**config.mk**
```make
export PLATFORM = sky130hd
export DESIGN_NAME = layer_mask_mac_flat
export DESIGN_NICKNAME = d
export VERILOG_FILES = /design/src/rtl/layer_mask_mac_if.sv /design/src/rtl/layer_mask_mac.sv /design/src/flat_wrapper.sv
export SDC_FILE = /design/constraint.sdc
export NUM_CORES = 1
export LEC_CHECK = 0
export CAP_MARGIN = 10
export CORE_UTILIZATION = 40
export CTS_BUF_LIST = sky130_fd_sc_hd__clkbuf_16
export CTS_CLUSTER_SIZE = 40
export DETAILED_ROUTE_END_ITERATION = 16
export HOLD_SLACK_MARGIN = 0.08
export PLACE_DENSITY = 0.69
export SLEW_MARGIN = 20
export SYNTH_ARGS = -nofsm -noshare
export SYNTH_HDL_FRONTEND = slang
export SYNTH_SLANG_ARGS = --single-unit
```
**constraint.sdc**
```tcl
create_clock -name clk -period 4.2 [get_ports clk]
set_input_delay 1.26 -clock clk [delete_from_list [all_inputs] [get_ports clk]]
set_output_delay 1.26 -clock clk [all_outputs]
set_load 0.01 [all_outputs]
```
**src/rtl/layer_mask_mac_if.sv**
```systemverilog
// layer_mask_mac_if
//   Groups the control and data handshake of the masked MAC stage.
//   master : the feeder/consumer side (drives start, beats, out_ready)
//   slave  : the MAC stage itself (drives in_ready, results, flags, busy)
//   Signals:
//     start, length             request a run of `length` beats
//     in_valid/in_ready         input beat handshake
//     vector_input, mask_input  packed lane inputs (lane 0 in low bits) + mask
//     out_valid/out_ready       result handshake
//     accumulate_out, overflow  packed accumulators and sticky saturation flags
//     busy                      block is not idle
interface layer_mask_mac_if #(
    parameter int LANES      = 5,
    parameter int SIZE       = 8,
    parameter int ACC_SIZE   = 16,
    parameter int COUNT_SIZE = 8
);
    logic                      start;
    logic [COUNT_SIZE-1:0]     length;
    logic                      in_valid;
    logic                      in_ready;
    logic [LANES*SIZE-1:0]     vector_input;
    logic                      mask_input;
    logic                      out_valid;
    logic                      out_ready;
    logic [LANES*ACC_SIZE-1:0] accumulate_out;
    logic [LANES-1:0]          overflow;
    logic                      busy;

    modport master (
        output start, length, in_valid, vector_input, mask_input, out_ready,
        input  in_ready, out_valid, accumulate_out, overflow, busy
    );

    modport slave (
        input  start, length, in_valid, vector_input, mask_input, out_ready,
        output in_ready, out_valid, accumulate_out, overflow, busy
    );
endinterface

```
**src/rtl/layer_mask_mac.sv**
```systemverilog
// layer_mask_mac
//   Masked multiply/accumulate stage for layer 1. Each accepted beat adds
//   (or, in bipolar mode with mask=0, subtracts) every lane input, scaled to
//   fixed point by FRAC_BITS, into a per-lane saturating accumulator. After
//   `length` beats the result vector is offered on a valid/ready handshake.
//   Ports:
//     clk    rising-edge clock
//     reset  asynchronous, active-low reset
//     bus    layer_mask_mac_if.slave (start/length, input beats, results)
//   The interface instance must be parameterised with the same LANES, SIZE,
//   ACC_SIZE and COUNT_SIZE as this module.
module layer_mask_mac #(
    parameter int LANES      = 5,
    parameter int SIZE       = 8,
    parameter int FRAC_BITS  = 4,
    parameter int ACC_SIZE   = 16,
    parameter int COUNT_SIZE = 8,
    parameter int BIPOLAR    = 0
) (
    input  logic            clk,
    input  logic            reset,
    layer_mask_mac_if.slave bus
);
    typedef enum logic [1:0] {
        IDLE  = 2'd0,
        ACCUM = 2'd1,
        OUT   = 2'd2
    } state_t;

    localparam logic [ACC_SIZE-1:0] ACC_MAX = {1'b0, {(ACC_SIZE-1){1'b1}}};
    localparam logic [ACC_SIZE-1:0] ACC_MIN = {1'b1, {(ACC_SIZE-1){1'b0}}};

    state_t                          state_reg, state_next;
    logic [COUNT_SIZE-1:0]           count_reg, count_next;
    logic [LANES-1:0][ACC_SIZE-1:0]  acc_reg;
    logic [LANES-1:0][ACC_SIZE-1:0]  acc_sat;
    logic [LANES-1:0]                ovf_reg;
    logic [LANES-1:0]                sat_ovf;
    logic                            clear;
    logic                            accept;

    // Control FSM: next state, counter and handshake outputs.
    always_comb begin
        state_next   = state_reg;
        count_next   = count_reg;
        clear        = 1'b0;
        accept       = 1'b0;
        bus.in_ready  = 1'b0;
        bus.out_valid = 1'b0;
        bus.busy      = (state_reg != IDLE);
        case (state_reg)
            IDLE: begin
                if (bus.start) begin
                    clear = 1'b1;
                    if (bus.length != '0) begin
                        count_next = bus.length;
                        state_next = ACCUM;
                    end else begin
                        state_next = OUT;
                    end
                end
            end
            ACCUM: begin
                bus.in_ready = 1'b1;
                if (bus.in_valid) begin
                    accept     = 1'b1;
                    count_next = count_reg - COUNT_SIZE'(1);
                    if (count_reg == COUNT_SIZE'(1)) begin
                        state_next = OUT;
                    end
                end
            end
            OUT: begin
                bus.out_valid = 1'b1;
                if (bus.out_ready) begin
                    state_next = IDLE;
                end
            end
            default: begin
                state_next = IDLE;
            end
        endcase
    end

    always_ff @(posedge clk or negedge reset) begin
        if (!reset) begin
            state_reg <= IDLE;
            count_reg <= '0;
        end else begin
            state_reg <= state_next;
            count_reg <= count_next;
        end
    end

    // Per-lane saturating add/subtract. The sum is formed one bit wider than
    // the accumulator so a sign disagreement between the top two bits flags
    // overflow and picks the clamp direction.
    for (genvar gi = 0; gi < LANES; gi++) begin : g_lane
        logic [SIZE-1:0]     x_raw;
        logic [ACC_SIZE-1:0] term;
        logic [ACC_SIZE:0]   sum;

        assign x_raw = bus.vector_input[gi*SIZE +: SIZE];
        assign term  = {{(ACC_SIZE-SIZE){x_raw[SIZE-1]}}, x_raw} << FRAC_BITS;

        always_comb begin
            sum = {acc_reg[gi][ACC_SIZE-1], acc_reg[gi]};
            if (bus.mask_input) begin
                sum = sum + {term[ACC_SIZE-1], term};
            end else if (BIPOLAR != 0) begin
                sum = sum - {term[ACC_SIZE-1], term};
            end
        end

        assign sat_ovf[gi] = sum[ACC_SIZE] ^ sum[ACC_SIZE-1];
        assign acc_sat[gi] = !sat_ovf[gi] ? sum[ACC_SIZE-1:0]
                           : (sum[ACC_SIZE] ? ACC_MIN : ACC_MAX);
    end

    // Accumulators and sticky flags; results stay visible in IDLE until the
    // next start clears them.
    always_ff @(posedge clk or negedge reset) begin
        if (!reset) begin
            acc_reg <= '0;
            ovf_reg <= '0;
        end else if (clear) begin
            acc_reg <= '0;
            ovf_reg <= '0;
        end else if (accept) begin
            acc_reg <= acc_sat;
            ovf_reg <= ovf_reg | sat_ovf;
        end
    end

    assign bus.accumulate_out = acc_reg;
    assign bus.overflow       = ovf_reg;
endmodule

```
**src/flat_wrapper.sv**
```systemverilog
// flat-port wrapper written by rule: the top's interface ports become plain ports
module layer_mask_mac_flat 
#(
    parameter int LANES      = 5,
    parameter int SIZE       = 8,
    parameter int FRAC_BITS  = 4,
    parameter int ACC_SIZE   = 16,
    parameter int COUNT_SIZE = 8,
    parameter int BIPOLAR    = 0
)
  (clk, reset, bus_start, bus_length, bus_in_valid, bus_vector_input, bus_mask_input, bus_out_ready, bus_in_ready, bus_out_valid, bus_accumulate_out, bus_overflow, bus_busy);
  layer_mask_mac_if #(.LANES(LANES), .SIZE(SIZE), .ACC_SIZE(ACC_SIZE), .COUNT_SIZE(COUNT_SIZE)) bus_i ();
  input  logic clk;
  input  logic reset;
  input wire logic [$bits(bus_i.start)-1:0] bus_start;
  input wire logic [$bits(bus_i.length)-1:0] bus_length;
  input wire logic [$bits(bus_i.in_valid)-1:0] bus_in_valid;
  input wire logic [$bits(bus_i.vector_input)-1:0] bus_vector_input;
  input wire logic [$bits(bus_i.mask_input)-1:0] bus_mask_input;
  input wire logic [$bits(bus_i.out_ready)-1:0] bus_out_ready;
  output wire logic [$bits(bus_i.in_ready)-1:0] bus_in_ready;
  output wire logic [$bits(bus_i.out_valid)-1:0] bus_out_valid;
  output wire logic [$bits(bus_i.accumulate_out)-1:0] bus_accumulate_out;
  output wire logic [$bits(bus_i.overflow)-1:0] bus_overflow;
  output wire logic [$bits(bus_i.busy)-1:0] bus_busy;
  assign bus_i.start = bus_start;
  assign bus_i.length = bus_length;
  assign bus_i.in_valid = bus_in_valid;
  assign bus_i.vector_input = bus_vector_input;
  assign bus_i.mask_input = bus_mask_input;
  assign bus_i.out_ready = bus_out_ready;
  assign bus_in_ready = bus_i.in_ready;
  assign bus_out_valid = bus_i.out_valid;
  assign bus_accumulate_out = bus_i.accumulate_out;
  assign bus_overflow = bus_i.overflow;
  assign bus_busy = bus_i.busy;
  layer_mask_mac #(.LANES(LANES), .SIZE(SIZE), .FRAC_BITS(FRAC_BITS), .ACC_SIZE(ACC_SIZE), .COUNT_SIZE(COUNT_SIZE), .BIPOLAR(BIPOLAR)) u_core (.clk(clk), .reset(reset), .bus(bus_i));
endmodule
```
* Yosys cells after proc, flatten, opt, wreduce, memory -nomap -nowiden
Index checks and enable logic that the tools add are counted.
** Storage, ports and cells
- Register bits after elaboration :: 95
- Input bits :: 54
- Output and inout bits :: 88
- Word-level logic and storage cells :: 85
** Cells by class
- Add/sub/neg operators :: 6
- Equal/unequal tests :: 8
- Mux-type cells :: 35
- Bitwise operators :: 6
- Reductions and logical operators :: 17
** Operator list (number)
- 16-bit two-way mux :: 10
- 80-bit two-way mux :: 2
- 16-bit by 12-bit adder with 17-bit output :: 5
- 17-bit two-way mux :: 5
- 8-bit two-way mux :: 3
- 8-bit case mux with 2 select lines :: 1
- 3-bit nonzero test :: 5
- 2-bit two-way mux :: 5
- 5-bit two-way mux :: 2
- 2-bit AND reduction :: 5
- 8-bit by 1-bit == test with 1-bit output, second input constant :: 1
- 4-bit AND reduction :: 2
- 8-bit nonzero test :: 1
- 8-bit by 1-bit subtractor with 8-bit output, second input constant :: 1
- 1-bit two-way mux :: 6
- 2-bit != test, second input constant :: 3
- 2-bit case mux with 3 select lines :: 1
- 2-bit nonzero test :: 3
- 5-bit OR :: 1
- 1-bit bitwise XOR :: 5
- 2-bit by 1-bit != test with 1-bit output, second input constant :: 2
- 2-bit by 1-bit == test with 1-bit output, second input constant :: 1
- 2-bit == test, second input constant :: 1
- 2-bit zero test :: 1

* Depth between registers and ports, before layout
Gate-level depths: netlist (run 1).
- Depth in word-level cells :: 6
- Depth in mapped cells :: 14
- Mapped depth without buffers :: 13

* Worst setup path after synthesis (run 1)
No wires, ideal clock.
- Path type :: input-to-reg
- Start point :: input port bus_vector_input[24]
- End point :: register u_core.acc_reg (netlist bit u_core.bus.accumulate_out[60])
- Setup time :: 0.126 ns
- Arrival time :: 4.130 ns
- Data required time :: 4.074 ns
- Setup slack :: -0.056 ns
- Stages on the path :: 14
- Path buffers :: 1
- Path through :: ha_1 -> fa_1 -> a211o_1 -> a211oi_1 -> nor2_1 -> o31ai_1 -> o21bai_1 -> ha_1 -> buf_2 -> nor4_1 -> o21ai_1 -> nor3b_2 -> nor2b_1 -> a221o_1
** On the way
- Longest elaborated chain between the ends :: 6
- Elaborated cells between the ends (all ways) :: 9
- Those cells by class :: add/sub: 1; mux: 5; bitwise: 1; reduce/logical: 2
** Ends and longest elaborated chain
- start: declaration :: RTL line flat_wrapper.sv:18 : input wire logic [$bits(bus_i.vector_input)-1:0] bus_vector_input;
- 16-bit by 12-bit adder with 17-bit output (*) :: RTL line layer_mask_mac.sv:109 : sum = sum + {term[ACC_SIZE-1], term};
- 17-bit two-way mux (*) :: RTL line layer_mask_mac.sv:108 : if (bus.mask_input) begin
- 16-bit two-way mux or 1-bit bitwise XOR (tied branches) :: RTL line layer_mask_mac.sv:117, layer_mask_mac.sv:115
- 16-bit two-way mux :: RTL line layer_mask_mac.sv:116 : assign acc_sat[gi] = !sat_ovf[gi] ? sum[ACC_SIZE-1:0]
- 80-bit two-way mux :: RTL line layer_mask_mac.sv:129 : end else if (accept) begin
- 80-bit two-way mux :: RTL line layer_mask_mac.sv:126 : end else if (clear) begin
- end signal: assignment :: RTL line layer_mask_mac.sv:130 : acc_reg <= acc_sat;
- end: declaration :: RTL line layer_mask_mac.sv:35 : logic [LANES-1:0][ACC_SIZE-1:0] acc_reg;
Every way passes the cells marked *; elsewhere a longest branch is shown, timed or not. The select of a mux whose other input is x is not followed.
A chain may end at the register's enable or synchronous reset.

* Worst setup path in the final report (run 1)
- Start point :: input port bus_vector_input[31]
- End point :: register u_core.acc_reg (netlist bit u_core.bus.accumulate_out[62])
The elaborated chain is that of the path after synthesis.

==> flow_summary.toml, run 1 <==
[setup_path]
slowest_delay_ns = 0.52
crit_path_max_fanout = 7
reg2reg_from = "u_core.bus.accumulate_out[27]"
startpoint = "bus_vector_input[31]"
rr_endpoint = "u_core.bus.accumulate_out[24]"
path_class = "in2reg"
rr_worst_depth = 12
required_ns = 4.42
ff2ff_setup_slack_ns = 0.97
endpoint_kind = "flop"
cp_cell_sequence = "clkdlybuf4s50_1 -> ha_1 -> a21o_1 -> or3_1 -> o221ai_2 -> a21oi_1 -> xnor2_1 -> a21oi_2 -> ha_4 -> buf_4 -> nand2_1 -> a21oi_2 -> buf_6 -> buf_4 -> a22o_1"
crit_arrival_ns = 4.32
crit_path_top_delay_cell = "clkdlybuf4s50_1"
crit_path_start_kind = "input pin"

[sta]
timing.final.crit_share_pct = 97.5
maxSlewHeadroom_pct = 51.1
setup_violations = 0
fmax_ghz = 0.244
drv_slew = 0
fin_skew_ns = 0.00624
hold_viol = 0
min_period_ns = 4.10
hold_ws_ns = 0.493
tightestPinTransition_ns = 0.731

[route]
first_pass_iters = 4
totalWireLength_mm = 19.0
drt_iter0_markers = 349
routedWlPerCell_um = 15.5
num_vias = 6652
drcViolationCount = 0
drtAntennaViolNets = 0
vias_per_cell = 5.43

[synth]
ys_ff_latch = 80
synth_commonest_cells = "dfrtp_1, ha_1, a21oi_1, nor2_1, nand2_1"
yosys.area.top_type_share_pct = 30.6
synth-edff-count = 0
synthCells = 727
ys.warnings.count = 0
yosys.area.top_type = "dfrtp_1"
synthTopCellsByArea = "dfrtp_1, ha_1, a21oi_1, a221o_1, nor2_1"
async_flop_share_pct = 100
syn-cell-area_sq_um = 6540
yosysMostFrequentCell = "dfrtp_1"
avgSynthCellArea_sq_um = 9.00
ys.flop_type = "dfrtp_1"
ys_seq_area_share_pct = 30.6
synth_nets = 853
ys_types = 77

[global_routing]
grt_pass1_vias = 6377
antenna_found_initial = 0
gr-usage-all-layers_pct = 22.6
overflow = 0
grt_start_max_net_pins = 32
grt_pass1_wl_mm = 30.2

[hold_path]
worstHoldPathCells = 1
whs_endpoint = "u_core.count_reg[6]"
min_from = "u_core.count_reg[6]"
min_path_type = "reg2reg"

[cts]
cts_root_buf = "clkbuf_16"
cts_tree = "built"
cts_buffers = 9
h-tree-depth = 3
clk_pin_slew_ns = 0.06
cts_buffer_depth = 2
clock_latency_ns = 0.34
holdBufCountCts = 0
clock-sinks = 80

[placed_design]
place_hpwl_mm = 14.3
globalplace.congestion = 0.854
port_buffers = 141
post_dp_cell_area_sq_um = 9240

[outcome]
status = "complete, no violations"

[finish]
finalInstanceArea_sq_um = 9860
drive_above_1_share_pct = 24.0
antenna_cells = 0
num-fill-cells = 1413
final_util_pct = 61.8
nNetsFinal = 1131
largest_register_ffs = 65
areaGrowthSynthToFinish_pct = 50.7

[power_and_ir_drop]
leakage_uw = 0.00458
peakVddDrop_uv = 414
p_per_area_nw_per_um2 = 750

[die]
die-area_sq_um = 16900
rows = 46
dieHeight_um = 130
start_util_pct = 41.0
io_pins = 142
die_w_um = 130
design.core.area_sq_um = 15900

[flow_run]
maxCapViolCount = 0
[placed cells by master (no fill, tap or decap), types with 7 or more instances in the layout]
cell type and instances:
a211oi_1 10, a211oi_2 8, a21o_1 20, a21oi_1 55
a221o_1 27, a22o_1 7, a31oi_1 10, and2_1 9
buf_4 162, clkbuf_16 9, clkdlybuf4s50_1 134, dfrtp_1 80
ha_1 57, ha_4 7, inv_1 20, nand2_1 42
nand2b_1 13, nand3_1 16, nor2_1 58, nor2b_1 7
nor3_1 8, o211ai_1 9, o21a_1 7, o21ai_0 29
o21ai_1 25, o21bai_1 7, or3_1 10, xnor2_1 24
xor2_1 15
[report_power, final]
group          switching, uW  internal, uW  leakage, uW
combinational           2350          2700      0.00338
sequential               352          1090      0.00103
clock                    324           577     0.000169
total                   3030          4370      0.00458
[layout make-up]
| type | count | area [sq um] | area share [%] |
|---|---|---|---|
| Clock buffer | 9 | 225 | 2.29 |
| Clock inverter | 7 | 110 | 1.12 |
| Inverter | 22 | 82.6 | 0.838 |
| Multi-Input combinational cell | 586 | 4460 | 45.3 |
| Sequential cell | 80 | 2000 | 20.3 |
| Tap cell | 216 | 270 | 2.74 |
| Timing Repair Buffer | 306 | 2700 | 27.4 |
[per-layer routing]
| layer | vias to the layer above | wire length (um) | global-route usage [%] |
|---|---|---|---|
| li1 | 3290 | - | - |
| met1 | 3207 | 8690 | 29.1 |
| met2 | 135 | 9420 | 39.8 |
| met3 | 20 | 634 | 2.75 |
| met4 | 0 | 252 | 6.02 |
| met5 | - | 0 | 0 |
[worst max path at each step]
| stage | to | slack [ns] | depth (start not counted) |
|---|---|---|---|
| final | u_core.bus.accumulate_out[62] | 0.10 | 15 |
| after detailed placement | u_core.bus.accumulate_out[60] | -0.42 | 14 |
| after global routing | u_core.bus.accumulate_out[59] | -0.02 | 15 |
| after CTS | u_core.bus.accumulate_out[22] | 0.001 | 13 |
| after global placement | u_core.bus.accumulate_out[60] | -0.33 | 14 |
| after floorplan | u_core.bus.accumulate_out[60] | 0.06 | 14 |
[metrics by stage]
step / power, uW / TNS (ns) / setup WS (ns) / std cells
after global placement: 6150 / -13.36 / -0.327 / 1205
after detailed placement: 6250 / -15.52 / -0.418 / 1205
final: 7390 / 0 / 0.105 / 1226
after floorplan: 4160 / 0 / 0.0591 / 727
after CTS: 7210 / 0 / 0.000999 / 1221
after global routing: 8010 / -0.0937 / -0.0213 / 1226
[critical path, delay by kind of cell]
kind	cells	cell delay (ns)
xor gates and xnor gates	1	0.16
and+or+nand+nor	2	0.44
AOI/OAI and AO/OA	6	1.02
adders and majority gates	2	0.50
buffers and inverters	4	0.94
[cells by family after synthesis]
family / Yosys count / synth area share, %
AO/OA/AOI/OAI: 272 / 29.3
XOR/XNOR: 39 / 5.22
adder cells (fa/ha/maj): 72 / 14.3
buffers and inverters: 61 / 4.71
flip-flops: 80 / 30.6
multiplexers: 3 / 0.478
AND/OR/NAND/NOR: 200 / 15.4
[repair_timing]
| item | CTS | global route |
|---|---|---|
| endpoints found under the setup margin | 8 | 55 |
| gates resized for setup | 3 | 46 |
| buffers inserted | 0 | 4 |
| cloned | 0 | 1 |
| pin swaps | 0 | 28 |
Note: power is estimated with default switching activity, not from simulation.
==> run 2: changes to the inputs <==
- CAP_MARGIN: 10 -> 20
==> results of run 2 <==
The final DEF is identical to that of run 1; final timing and power are the same.
